==> src/rtl/ak_ctrl_regfile_pkg.sv <==
// Shared definitions for the AK control mailbox: register offsets, FSM states,
// AXI response codes and the timeout sentinel (used when AK_CTRL_TIMEOUT_EN is defined).
package ak_ctrl_regfile_pkg;

   typedef enum logic [7:0] {
      e_cmd_route    = 8'd0,
      e_cmd_code     = 8'd1,
      e_cmd_dat_resp = 8'd2,
      e_cmd_count    = 8'd3,
      e_status       = 8'd4,
      e_rsp_flag     = 8'd5
   } reg_off_e;

   typedef enum logic [1:0] {
      ST_IDLE     = 2'd0,
      ST_ISSUE    = 2'd1,
      ST_WAIT_RSP = 2'd2
   } mbox_state_e;

   localparam logic [1:0]  RESP_OKAY        = 2'b00;
   localparam logic [1:0]  RESP_SLVERR      = 2'b10;
   localparam logic [31:0] TIMEOUT_SENTINEL = 32'hDEAD_0000;

   function automatic logic off_is(input logic [31:0] word_off, input reg_off_e off);
      return word_off == 32'(off);
   endfunction

endpackage

==> src/rtl/ak_axil_slave_if.sv <==
// AXI4-Lite channel handshakes for the AK control mailbox: turns bus writes and
// reads into single-cycle wr_en/rd_en strobes and registers the B and R responses.
module ak_axil_slave_if
   import ak_ctrl_regfile_pkg::*;
#(
   parameter int ADDR_W = 8
) (
   input  logic              clk,
   input  logic              rst,
   input  logic [ADDR_W-1:0] s_axi_awaddr,
   input  logic              s_axi_awvalid,
   output logic              s_axi_awready,
   input  logic [31:0]       s_axi_wdata,
   input  logic              s_axi_wvalid,
   output logic              s_axi_wready,
   output logic [1:0]        s_axi_bresp,
   output logic              s_axi_bvalid,
   input  logic              s_axi_bready,
   input  logic [ADDR_W-1:0] s_axi_araddr,
   input  logic              s_axi_arvalid,
   output logic              s_axi_arready,
   output logic [31:0]       s_axi_rdata,
   output logic [1:0]        s_axi_rresp,
   output logic              s_axi_rvalid,
   input  logic              s_axi_rready,
   output logic              wr_en,
   output logic [ADDR_W-3:0] wr_addr,
   output logic [31:0]       wr_data,
   input  logic              wr_err_in,
   output logic              rd_en,
   output logic [ADDR_W-3:0] rd_addr,
   input  logic [31:0]       rd_data
);

   logic        bvalid_q, bvalid_d;
   logic [1:0]  bresp_q,  bresp_d;
   logic        rvalid_q, rvalid_d;
   logic [31:0] rdata_q,  rdata_d;
   logic        wr_acc, rd_acc;
   logic        unused_lsb;

   assign unused_lsb = ^{s_axi_awaddr[1:0], s_axi_araddr[1:0]};

   // Accept only when the previous response has drained, so at most one is outstanding.
   always_comb begin
      wr_acc   = !rst && s_axi_awvalid && s_axi_wvalid && !bvalid_q;
      rd_acc   = !rst && s_axi_arvalid && !rvalid_q;
      bvalid_d = bvalid_q;
      bresp_d  = bresp_q;
      rvalid_d = rvalid_q;
      rdata_d  = rdata_q;
      if (wr_acc) begin
         bvalid_d = 1'b1;
         bresp_d  = wr_err_in ? RESP_SLVERR : RESP_OKAY;
      end else if (bvalid_q && s_axi_bready) begin
         bvalid_d = 1'b0;
         bresp_d  = RESP_OKAY;
      end
      if (rd_acc) begin
         rvalid_d = 1'b1;
         rdata_d  = rd_data;
      end else if (rvalid_q && s_axi_rready) begin
         rvalid_d = 1'b0;
      end
   end

   always_ff @(posedge clk) begin
      if (rst) begin
         bvalid_q <= 1'b0;
         bresp_q  <= RESP_OKAY;
         rvalid_q <= 1'b0;
         rdata_q  <= '0;
      end else begin
         bvalid_q <= bvalid_d;
         bresp_q  <= bresp_d;
         rvalid_q <= rvalid_d;
         rdata_q  <= rdata_d;
      end
   end

   assign s_axi_awready = wr_acc;
   assign s_axi_wready  = wr_acc;
   assign s_axi_bvalid  = bvalid_q;
   assign s_axi_bresp   = bresp_q;
   assign s_axi_arready = rd_acc;
   assign s_axi_rvalid  = rvalid_q;
   assign s_axi_rdata   = rdata_q;
   assign s_axi_rresp   = RESP_OKAY;

   assign wr_en   = wr_acc;
   assign wr_addr = s_axi_awaddr[ADDR_W-1:2];
   assign wr_data = s_axi_wdata;
   assign rd_en   = rd_acc;
   assign rd_addr = s_axi_araddr[ADDR_W-1:2];

endmodule

==> src/rtl/ak_ctrl_axil_responder.sv <==
// AXI4-Lite command mailbox to the AK decoder bus. Define AK_CTRL_TIMEOUT_EN to
// enable the WAIT_RSP response timeout (RSP_TIMEOUT cycles, reported in status[2]).
module ak_ctrl_axil_responder
   import ak_ctrl_regfile_pkg::*;
#(
   parameter int ADDR_W      = 8,
   parameter int RSP_TIMEOUT = 65535
) (
   input  logic              clk,
   input  logic              rst,
   input  logic [ADDR_W-1:0] s_axi_awaddr,
   input  logic              s_axi_awvalid,
   output logic              s_axi_awready,
   input  logic [31:0]       s_axi_wdata,
   input  logic              s_axi_wvalid,
   output logic              s_axi_wready,
   output logic [1:0]        s_axi_bresp,
   output logic              s_axi_bvalid,
   input  logic              s_axi_bready,
   input  logic [ADDR_W-1:0] s_axi_araddr,
   input  logic              s_axi_arvalid,
   output logic              s_axi_arready,
   output logic [31:0]       s_axi_rdata,
   output logic [1:0]        s_axi_rresp,
   output logic              s_axi_rvalid,
   input  logic              s_axi_rready,
   output logic              cmd_valid,
   input  logic              cmd_ready,
   output logic [7:0]        cmd_route,
   output logic [31:0]       cmd_code,
   output logic [31:0]       cmd_data,
   input  logic              rsp_valid,
   input  logic [31:0]       rsp_data,
   input  logic              rsp_err
);

   logic              wr_en, wr_err_in, rd_en;
   logic [ADDR_W-3:0] wr_addr, rd_addr;
   logic [31:0]       wr_data, rd_data;
   logic [31:0]       wr_off, rd_off;

   mbox_state_e state_q, state_d;
   logic [7:0]  route_q, route_d;
   logic [31:0] code_q, code_d;
   logic [31:0] data_q, data_d;
   logic [15:0] cnt_q, cnt_d;
   logic [31:0] rsp_data_q, rsp_data_d;
   logic        rsp_err_q, rsp_err_d;
   logic        timeout_q, timeout_d;
   logic        rsp_flag_q, rsp_flag_d;
   logic [7:0]  cmd_route_q, cmd_route_d;
   logic [31:0] cmd_code_q, cmd_code_d;
   logic [31:0] cmd_data_q, cmd_data_d;

   logic launch, busy, rsp_set, tmo_set, tmo_fire;

   ak_axil_slave_if #(.ADDR_W(ADDR_W)) u_axil (
      .clk           (clk),
      .rst           (rst),
      .s_axi_awaddr  (s_axi_awaddr),
      .s_axi_awvalid (s_axi_awvalid),
      .s_axi_awready (s_axi_awready),
      .s_axi_wdata   (s_axi_wdata),
      .s_axi_wvalid  (s_axi_wvalid),
      .s_axi_wready  (s_axi_wready),
      .s_axi_bresp   (s_axi_bresp),
      .s_axi_bvalid  (s_axi_bvalid),
      .s_axi_bready  (s_axi_bready),
      .s_axi_araddr  (s_axi_araddr),
      .s_axi_arvalid (s_axi_arvalid),
      .s_axi_arready (s_axi_arready),
      .s_axi_rdata   (s_axi_rdata),
      .s_axi_rresp   (s_axi_rresp),
      .s_axi_rvalid  (s_axi_rvalid),
      .s_axi_rready  (s_axi_rready),
      .wr_en         (wr_en),
      .wr_addr       (wr_addr),
      .wr_data       (wr_data),
      .wr_err_in     (wr_err_in),
      .rd_en         (rd_en),
      .rd_addr       (rd_addr),
      .rd_data       (rd_data)
   );

   assign wr_off    = 32'(wr_addr);
   assign rd_off    = 32'(rd_addr);
   assign busy      = (state_q != ST_IDLE);
   assign wr_err_in = off_is(wr_off, e_cmd_dat_resp) && busy;
   assign launch    = wr_en && off_is(wr_off, e_cmd_dat_resp) && !busy;
   assign rsp_set   = (state_q == ST_WAIT_RSP) && rsp_valid;
   assign tmo_set   = (state_q == ST_WAIT_RSP) && tmo_fire && !rsp_valid;

`ifdef AK_CTRL_TIMEOUT_EN
   localparam int TMO_W = $clog2(RSP_TIMEOUT + 1);
   localparam logic [TMO_W-1:0] TMO_MAX = TMO_W'(RSP_TIMEOUT);
   logic [TMO_W-1:0] tmo_cnt_q, tmo_cnt_d;

   // Counter only runs in WAIT_RSP and restarts from zero on every entry.
   always_comb begin
      tmo_cnt_d = '0;
      if (state_q == ST_WAIT_RSP) tmo_cnt_d = tmo_cnt_q + TMO_W'(1);
   end

   always_ff @(posedge clk) begin
      if (rst) tmo_cnt_q <= '0;
      else     tmo_cnt_q <= tmo_cnt_d;
   end

   assign tmo_fire = (tmo_cnt_q == TMO_MAX);
`else
   logic unused_tmo;
   assign unused_tmo = (RSP_TIMEOUT == 0);
   assign tmo_fire   = 1'b0;
`endif

   always_comb begin
      state_d = state_q;
      unique case (state_q)
         ST_IDLE:     if (launch) state_d = ST_ISSUE;
         ST_ISSUE:    if (cmd_ready) state_d = ST_WAIT_RSP;
         ST_WAIT_RSP: if (rsp_valid || tmo_fire) state_d = ST_IDLE;
         default:     state_d = ST_IDLE;
      endcase
   end

   always_comb begin
      route_d     = route_q;
      code_d      = code_q;
      data_d      = data_q;
      cnt_d       = cnt_q;
      rsp_data_d  = rsp_data_q;
      rsp_err_d   = rsp_err_q;
      timeout_d   = timeout_q;
      rsp_flag_d  = rsp_flag_q;
      cmd_route_d = cmd_route_q;
      cmd_code_d  = cmd_code_q;
      cmd_data_d  = cmd_data_q;
      if (wr_en && off_is(wr_off, e_cmd_route)) route_d = wr_data[7:0];
      if (wr_en && off_is(wr_off, e_cmd_code))  code_d  = wr_data;
      // Launch-time copies keep cmd_* stable while software rewrites route/code.
      if (launch) begin
         data_d      = wr_data;
         cnt_d       = cnt_q + 16'd1;
         cmd_route_d = route_q;
         cmd_code_d  = code_q;
         cmd_data_d  = wr_data;
         rsp_flag_d  = 1'b0;
         timeout_d   = 1'b0;
         rsp_err_d   = 1'b0;
      end
      if (rd_en && off_is(rd_off, e_cmd_dat_resp)) rsp_flag_d = 1'b0;
      // A response landing in the same cycle as the clearing read wins.
      if (rsp_set) begin
         rsp_data_d = rsp_data;
         rsp_err_d  = rsp_err;
         rsp_flag_d = 1'b1;
      end
      if (tmo_set) begin
         rsp_data_d = TIMEOUT_SENTINEL;
         timeout_d  = 1'b1;
         rsp_flag_d = 1'b1;
      end
   end

   always_comb begin
      rd_data = '0;
      if      (off_is(rd_off, e_cmd_route))    rd_data = {24'd0, route_q};
      else if (off_is(rd_off, e_cmd_code))     rd_data = code_q;
      else if (off_is(rd_off, e_cmd_dat_resp)) rd_data = rsp_data_q;
      else if (off_is(rd_off, e_cmd_count))    rd_data = {16'd0, cnt_q};
      else if (off_is(rd_off, e_status))       rd_data = {29'd0, timeout_q, rsp_err_q, busy};
      else if (off_is(rd_off, e_rsp_flag))     rd_data = {31'd0, rsp_flag_q};
   end

   always_comb begin
      cmd_valid = (state_q == ST_ISSUE);
      cmd_route = cmd_route_q;
      cmd_code  = cmd_code_q;
      cmd_data  = cmd_data_q;
   end

   always_ff @(posedge clk) begin
      if (rst) begin
         state_q     <= ST_IDLE;
         route_q     <= '0;
         code_q      <= '0;
         data_q      <= '0;
         cnt_q       <= '0;
         rsp_data_q  <= '0;
         rsp_err_q   <= 1'b0;
         timeout_q   <= 1'b0;
         rsp_flag_q  <= 1'b0;
         cmd_route_q <= '0;
         cmd_code_q  <= '0;
         cmd_data_q  <= '0;
      end else begin
         state_q     <= state_d;
         route_q     <= route_d;
         code_q      <= code_d;
         data_q      <= data_d;
         cnt_q       <= cnt_d;
         rsp_data_q  <= rsp_data_d;
         rsp_err_q   <= rsp_err_d;
         timeout_q   <= timeout_d;
         rsp_flag_q  <= rsp_flag_d;
         cmd_route_q <= cmd_route_d;
         cmd_code_q  <= cmd_code_d;
         cmd_data_q  <= cmd_data_d;
      end
   end

endmodule

==> config.mk <==
export PLATFORM = sky130hd
export DESIGN_NAME = ak_ctrl_axil_responder
export DESIGN_NICKNAME = d
export VERILOG_FILES = /design/src/rtl/ak_ctrl_regfile_pkg.sv /design/src/rtl/ak_axil_slave_if.sv /design/src/rtl/ak_ctrl_axil_responder.sv
export SDC_FILE = /design/constraint.sdc
export NUM_CORES = 1
export LEC_CHECK = 0
export BUFFER_PORTS_ARGS = -buffer_cell sky130_fd_sc_hd__buf_4
export CAP_MARGIN = 10
export CORE_ASPECT_RATIO = 0.5
export CORE_MARGIN = 4
export CORE_UTILIZATION = 52
export CTS_CLUSTER_SIZE = 24
export DETAILED_ROUTE_END_ITERATION = 12
export GPL_TIMING_DRIVEN = 0
export PLACE_DENSITY = 0.88
export SLEW_MARGIN = 20
export SYNTH_ARGS = -nofsm -noshare
export SYNTH_HDL_FRONTEND = slang
export SYNTH_SLANG_ARGS = --single-unit
==> constraint.sdc <==
create_clock -name clk -period 3.03 [get_ports clk]
set_input_delay 0.606 -clock clk [delete_from_list [all_inputs] [get_ports clk]]
set_output_delay 0.606 -clock clk [all_outputs]
set_load 0.1 [all_outputs]
==> impl_metrics.tcl, run 1 <==
set metrics [dict create \
    cts_tree "done" \
    grt_max_degree 20 \
    holdPathEnd "u_axil.s_axi_rvalid$_SDFFE_PP0P_" \
    hpwl_um 18100 \
    startpoint "u_axil.s_axi_rvalid$_SDFFE_PP0P_" \
    synth_edf_count 0 \
    ys_ff_latch 199 \
    ys_warn_count 0 \
    cp_data_required_time_ns 2.42 \
    via_per_inst 5.63 \
    coreArea_sq_um 14500 \
    startpoint_type "flop" \
    syn_inst 871 \
    finalCritPeriodShare_pct 93.9 \
    mostFrequentLayoutCell "dfxtp_1" \
    post-cts-setup-buffer-count 0 \
    antenna_cells 0 \
    maxSlewViolCount 0 \
    cts_resized 0 \
    clock_path_buffers 2 \
    synth_ff_type "dfxtp_1" \
    ctsHoldBuffers 0 \
    r2r_slack_ns 0.54 \
    antenna_found_initial 0 \
    placedCellCount 1265 \
    r2r-start "u_axil.s_axi_bvalid$_SDFFE_PP0P_" \
    dieArea_sq_um 17100 \
    hold_depth 2 \
    cp.arrival_ns 2.24 \
    finalSetupTns_ns 0 \
    final_nets 1177 \
    fp.dieW_um 181 \
    synth_top_area_share_pct 51.4 \
    die_h_um 94.4 \
    finalSetupViolations 0 \
    rr_endpoint "cmd_route[0]$_SDFFE_PP0P_" \
    numCtsBuffers 17 \
    period_needed_ns 2.85 \
    fmaxAchievable_mhz 351 \
    critPathCaptureType "primary output" \
    tightestPinTransition_ns 1.03 \
    grt-ovfl-total 0 \
    critical_path_class "flop to primary output" \
    synth_cell_types 50 \
    hp-class "input port to flop" \
    track_usage_pct 27.4 \
    path_clk_slew_ns 0.07 \
    leakage_nw 4.42 \
    rows 31 \
    clk_latency_ns 0.43 \
    grt_pass1_wl_um 37100 \
    cts.sinks 199 \
    crit_path_max_fanout 10 \
    maxSlewHeadroom_pct 31.4 \
    synthTopCellsByArea "dfxtp_1, mux2i_1, nand2_1, a21oi_1, nor2_1" \
    maxCapViolations 0 \
    grt_pass1_vias 7057 \
    start_util_pct 53.3 \
    detailroute.via_count 7303 \
    most-common-layout-cells "dfxtp_1, buf_4, nand2_1" \
    hp-start "s_axi_rready" \
    rsz0062_at_grt "false" \
    status "finished, final reports clean" \
    place.gp.congestion 0.937 \
    avgSynthCellArea_sq_um 8.90 \
    area_growth_pct 30.3 \
    yosysSeqAreaShare_pct 51.4 \
    htree_num_levels 4 \
    finalClockSkew_ns 0.0113 \
    stdcell_count 1297 \
    yosys.area.top_type "dfxtp_1" \
    drt-total-wl_um 24000 \
    p_per_area_nw_per_um2 530 \
    post-route-util_pct 69.5 \
    first_pass_iters 6 \
    ant_nets 0 \
    ff2ff_path_depth 8 \
    synthesis.area_sq_um 7760 \
    port_buffers 194 \
    hold_viol_final 0 \
    drt-initial-drc-count 761 \
    ys_async_sr_fraction_pct 0 \
    cts_root_buffer "clkbuf_16" \
    drive_gt1_share_pct 23.4 \
    post-route-drc-count 0 \
    pin_count 204 \
    max-vdd-ir-drop_mv 0.402 \
    avgRoutedWirePerCell_um 18.5 \
]
worst max-delay path by stage:
stage | slack [ns] | to
CTS | 0.22 | s_axi_arready
global placement | -0.21 | code_q[25]$_SDFFE_PP0P_
global route | 0.07 | s_axi_arready
finish | 0.18 | s_axi_arready
floorplan | 0.02 | s_axi_arready
detailed placement | 0.07 | cmd_data[25]$_SDFFE_PP0P_
logic make-up after synthesis:
group | Yosys count | share of synthesized area, %
XOR/XNOR | 1 | 0.113
flip-flops | 199 | 51.4
buffers and inverters | 81 | 4.44
multiplexers | 97 | 12.6
adder cells (fa/ha/maj) | 1 | 0.161
AND/OR/NAND/NOR | 322 | 18.2
AO/OA/AOI/OAI | 169 | 13.0
other | 1 | 0.0483
cells in the mapped netlist (all sizes together), types with 3 or more instances:
library cell  instances
nor3                 11
nand4                 3
buf                  17
a22oi                17
mux2i                89
clkbuf               52
or4                  14
a21oi                84
dfxtp               199
nor2                100
and4                  3
mux2                  8
or3                   3
inv                  12
a221oi               12
nand3                 7
nor4                  5
nand3b                5
o21ai                29
nand2               157
o31ai                11
metal layers:
metal	GRT usage (%)	vias up	routed length [um]
li1	-	3435	-
met1	35.7	3503	10300
met2	46.8	310	11300
met3	5.43	55	1810
met4	8.30	0	548
met5	0	-	0
registers in the layout, indices dropped and copies added (netlist names), 8 cells and up:
register            cells
cmd_code               32
rsp_data_q             32
route_q                 8
code_q                 32
u_axil.s_axi_rdata     32
cmd_data               32
cmd_route               8
cnt_q                  16
report_power, final:
part / switching, mW / internal (mW) / leakage [nW]
clock: 1.10 / 1.26 / 0.293
sequential: 0.00756 / 2.62 / 1.60
combinational: 0.246 / 0.119 / 2.52
total: 1.36 / 4.00 / 4.42
per-stage QoR:
stage               hold WS, ns  setup WS, ns  power (mW)  cell area (sq um)
floorplan                 0.434        0.0231        2.89               7760
global placement          0.441        -0.205        3.05               9470
detailed placement        0.448        0.0743        3.05               9490
CTS                       0.362         0.219        5.35              10100
global route              0.361        0.0736        5.47              10100
finish                    0.361         0.184        5.36              10100
critical path, cell delays in order, from the launching register on:
cell and delay [ns]:
dfxtp_1 0.36, or3b_2 0.50, inv_1 0.17, clkbuf_1 0.38, buf_4 0.38
final cells by class:
class	count	area (sq um)
clock inverters	14	190
repair buffers	194	1460
multi-input cells	593	3460
flip-flops and latches	199	3980
plain buffers	69	299
clock buffers	18	429
well taps	198	248
fillers	1131	4440
inverters	12	45.0
No activity file was read; power rests on OpenSTA's default activity.
==> run 2: changes to the inputs <==
==> constraint.sdc (replaced) <==
create_clock -name clk -period 2.9 [get_ports clk]
set_input_delay 0.58 -clock clk [delete_from_list [all_inputs] [get_ports clk]]
set_output_delay 0.58 -clock clk [all_outputs]
set_load 0.1 [all_outputs]
==> run 2 against run 1 <==
Wire length up 2.5%. Flip-flop and latch count unchanged. Global-route usage up 0.57 points. Count of clock-buffer cells in the layout up 1. Register-to-register slack worse by 0.32 ns. Combinational power up 5.5%. Clock power about the same.
==> impl_metrics.tcl, run 2 (same netlist as run 1, synthesis figures left out) <==
set metrics [dict create \
    status "finished, final reports clean" \
    critical_path_class "input port to flop" \
    cp_common_cell "clkbuf_1" \
    drt-total-wl_um 24600 \
    max_stage_delay_ns 0.51 \
    antenna_cells 0 \
    place.gp.congestion 0.915 \
    htree_num_levels 4 \
    design_area_sq_um 10100 \
    area_growth_pct 30.0 \
    drt-initial-drc-count 775 \
    clk_latency_ns 0.43 \
    p_per_area_nw_per_um2 545 \
    cts_tree "done" \
    grt_util_met2_pct 47.5 \
    grtUsageMet1_pct 36.2 \
    seq_area_sq_um 3980 \
    post-route-drc-count 0 \
    most-common-layout-cells "dfxtp_1, buf_4, nand2_1" \
    crit_path_max_fanout 10 \
    post-route-util_pct 69.3 \
    fin_ws_ns 0.165 \
    avgRoutedWirePerCell_um 18.9 \
    finalSetupTns_ns 0 \
    final_nets 1178 \
    port_buffers 194 \
    max-vdd-ir-drop_mv 0.384 \
    pin_count 204 \
    hold_ws_ns 0.329 \
    cts.sinks 199 \
    fmaxAchievable_mhz 366 \
    period_needed_ns 2.74 \
    grt_pass1_vias 7215 \
    multi_input_comb_area_sq_um 3460 \
    post-cts-setup-buffer-count 0 \
    maxSlewViolCount 0 \
    maxCapViolations 0 \
    slowest_stage "clkbuf_1" \
    crit_chain "clkbuf_1 > nand4bb_1 > clkbuf_1 > or4_4 > buf_6 > clkbuf_1 > buf_2 > mux2i_1 > nor2_1" \
    hp-class "input port to flop" \
    start_util_pct 53.3 \
    rsz0062_at_grt "false" \
    top_usage_layer "met2" \
    mostFrequentLayoutCell "dfxtp_1" \
    numCtsBuffers 17 \
    tightestPinTransition_ns 1.09 \
    leakage_nw 4.41 \
    drive_gt1_share_pct 23.6 \
    grt-ovfl-total 0 \
    antenna_found_initial 0 \
    maxSlewHeadroom_pct 27.6 \
    cp_data_required_time_ns 3.18 \
    startpoint_type "input port" \
    grt_max_degree 20 \
    ant_nets 0 \
    hold_viol_final 0 \
    cp.arrival_ns 3.01 \
    finalCritPeriodShare_pct 94.3 \
    via_per_inst 5.69 \
    detailroute.via_count 7391 \
    fillCellCount 1085 \
    finalClockSkew_ns 0.0138 \
    rows 31 \
    cts_resized 0 \
    die_h_um 94.4 \
    path_clk_slew_ns 0.07 \
    placed_area_sq_um 9500 \
    hpwl_um 18300 \
    grt_pass1_wl_um 37700 \
    clock_path_buffers 2 \
    critPathCaptureType "flop" \
    finalSetupViolations 0 \
    dieArea_sq_um 17100 \
    dp_slack_ns -0.124 \
    fp.dieW_um 181 \
    track_usage_pct 27.9 \
    ctsHoldBuffers 0 \
    use_met3_pct 5.43 \
    first_pass_iters 6 \
    cts_root_buffer "clkbuf_16" \
    coreArea_sq_um 14500 \
]
-- run 2: path summary, 6_finish.rpt --
check,startpoint,end,slack [ns],cells past startpoint
worst max-delay path,rst,cmd_code[1]$_SDFFE_PP0P_,0.16,9
worst min-delay path,s_axi_rready,u_axil.s_axi_rvalid$_SDFFE_PP0P_,0.33,2
worst max register to register,u_axil.s_axi_bvalid$_SDFFE_PP0P_,cmd_code[1]$_SDFFE_PP0P_,0.22,8
worst min register to register,u_axil.s_axi_rdata[26]$_SDFFE_PP0P_,u_axil.s_axi_rdata[26]$_SDFFE_PP0P_,0.46,2
-- run 2: worst max-delay path: cells and delay by family --
family | cells | cell delay [ns]
simple gates | 3 | 0.47
mux | 1 | 0.29
buf+inv | 5 | 1.67
-- run 2: metal layers --
| layer | part of all wire (%) | vias up | wire length (um) |
|---|---|---|---|
| met3 | 9.2 | 67 | 2270 |
| met5 | 0 | - | 0 |
| met1 | 41 | 3523 | 10100 |
| met2 | 47 | 374 | 11500 |
| li1 | - | 3427 | - |
| met4 | 2.9 | 0 | 711 |
-- run 2: through the flow --
step	power, mW	std cells
6_report	5.49	1298
3_3_place_gp	3.18	1265
2_1_floorplan	3.01	873
5_1_grt	5.61	1298
4_1_cts	5.48	1298
3_5_place_dp	3.19	1266
-- run 2: cell type report --
type,count,share of cell area [%]
buffer,69,2.98
clock buffer,19,4.49
clock inverter,13,1.30
inverter,12,0.447
multi-input combinational,593,34.3
sequential,199,39.5
tap,198,2.46
timing repair buffer,195,14.5
-- run 2: power breakdown --
group	internal [mW]	leakage, nW	switching (mW)
sequential	2.74	1.60	0.00735
clock	1.19	0.279	1.17
combinational	0.125	2.53	0.260
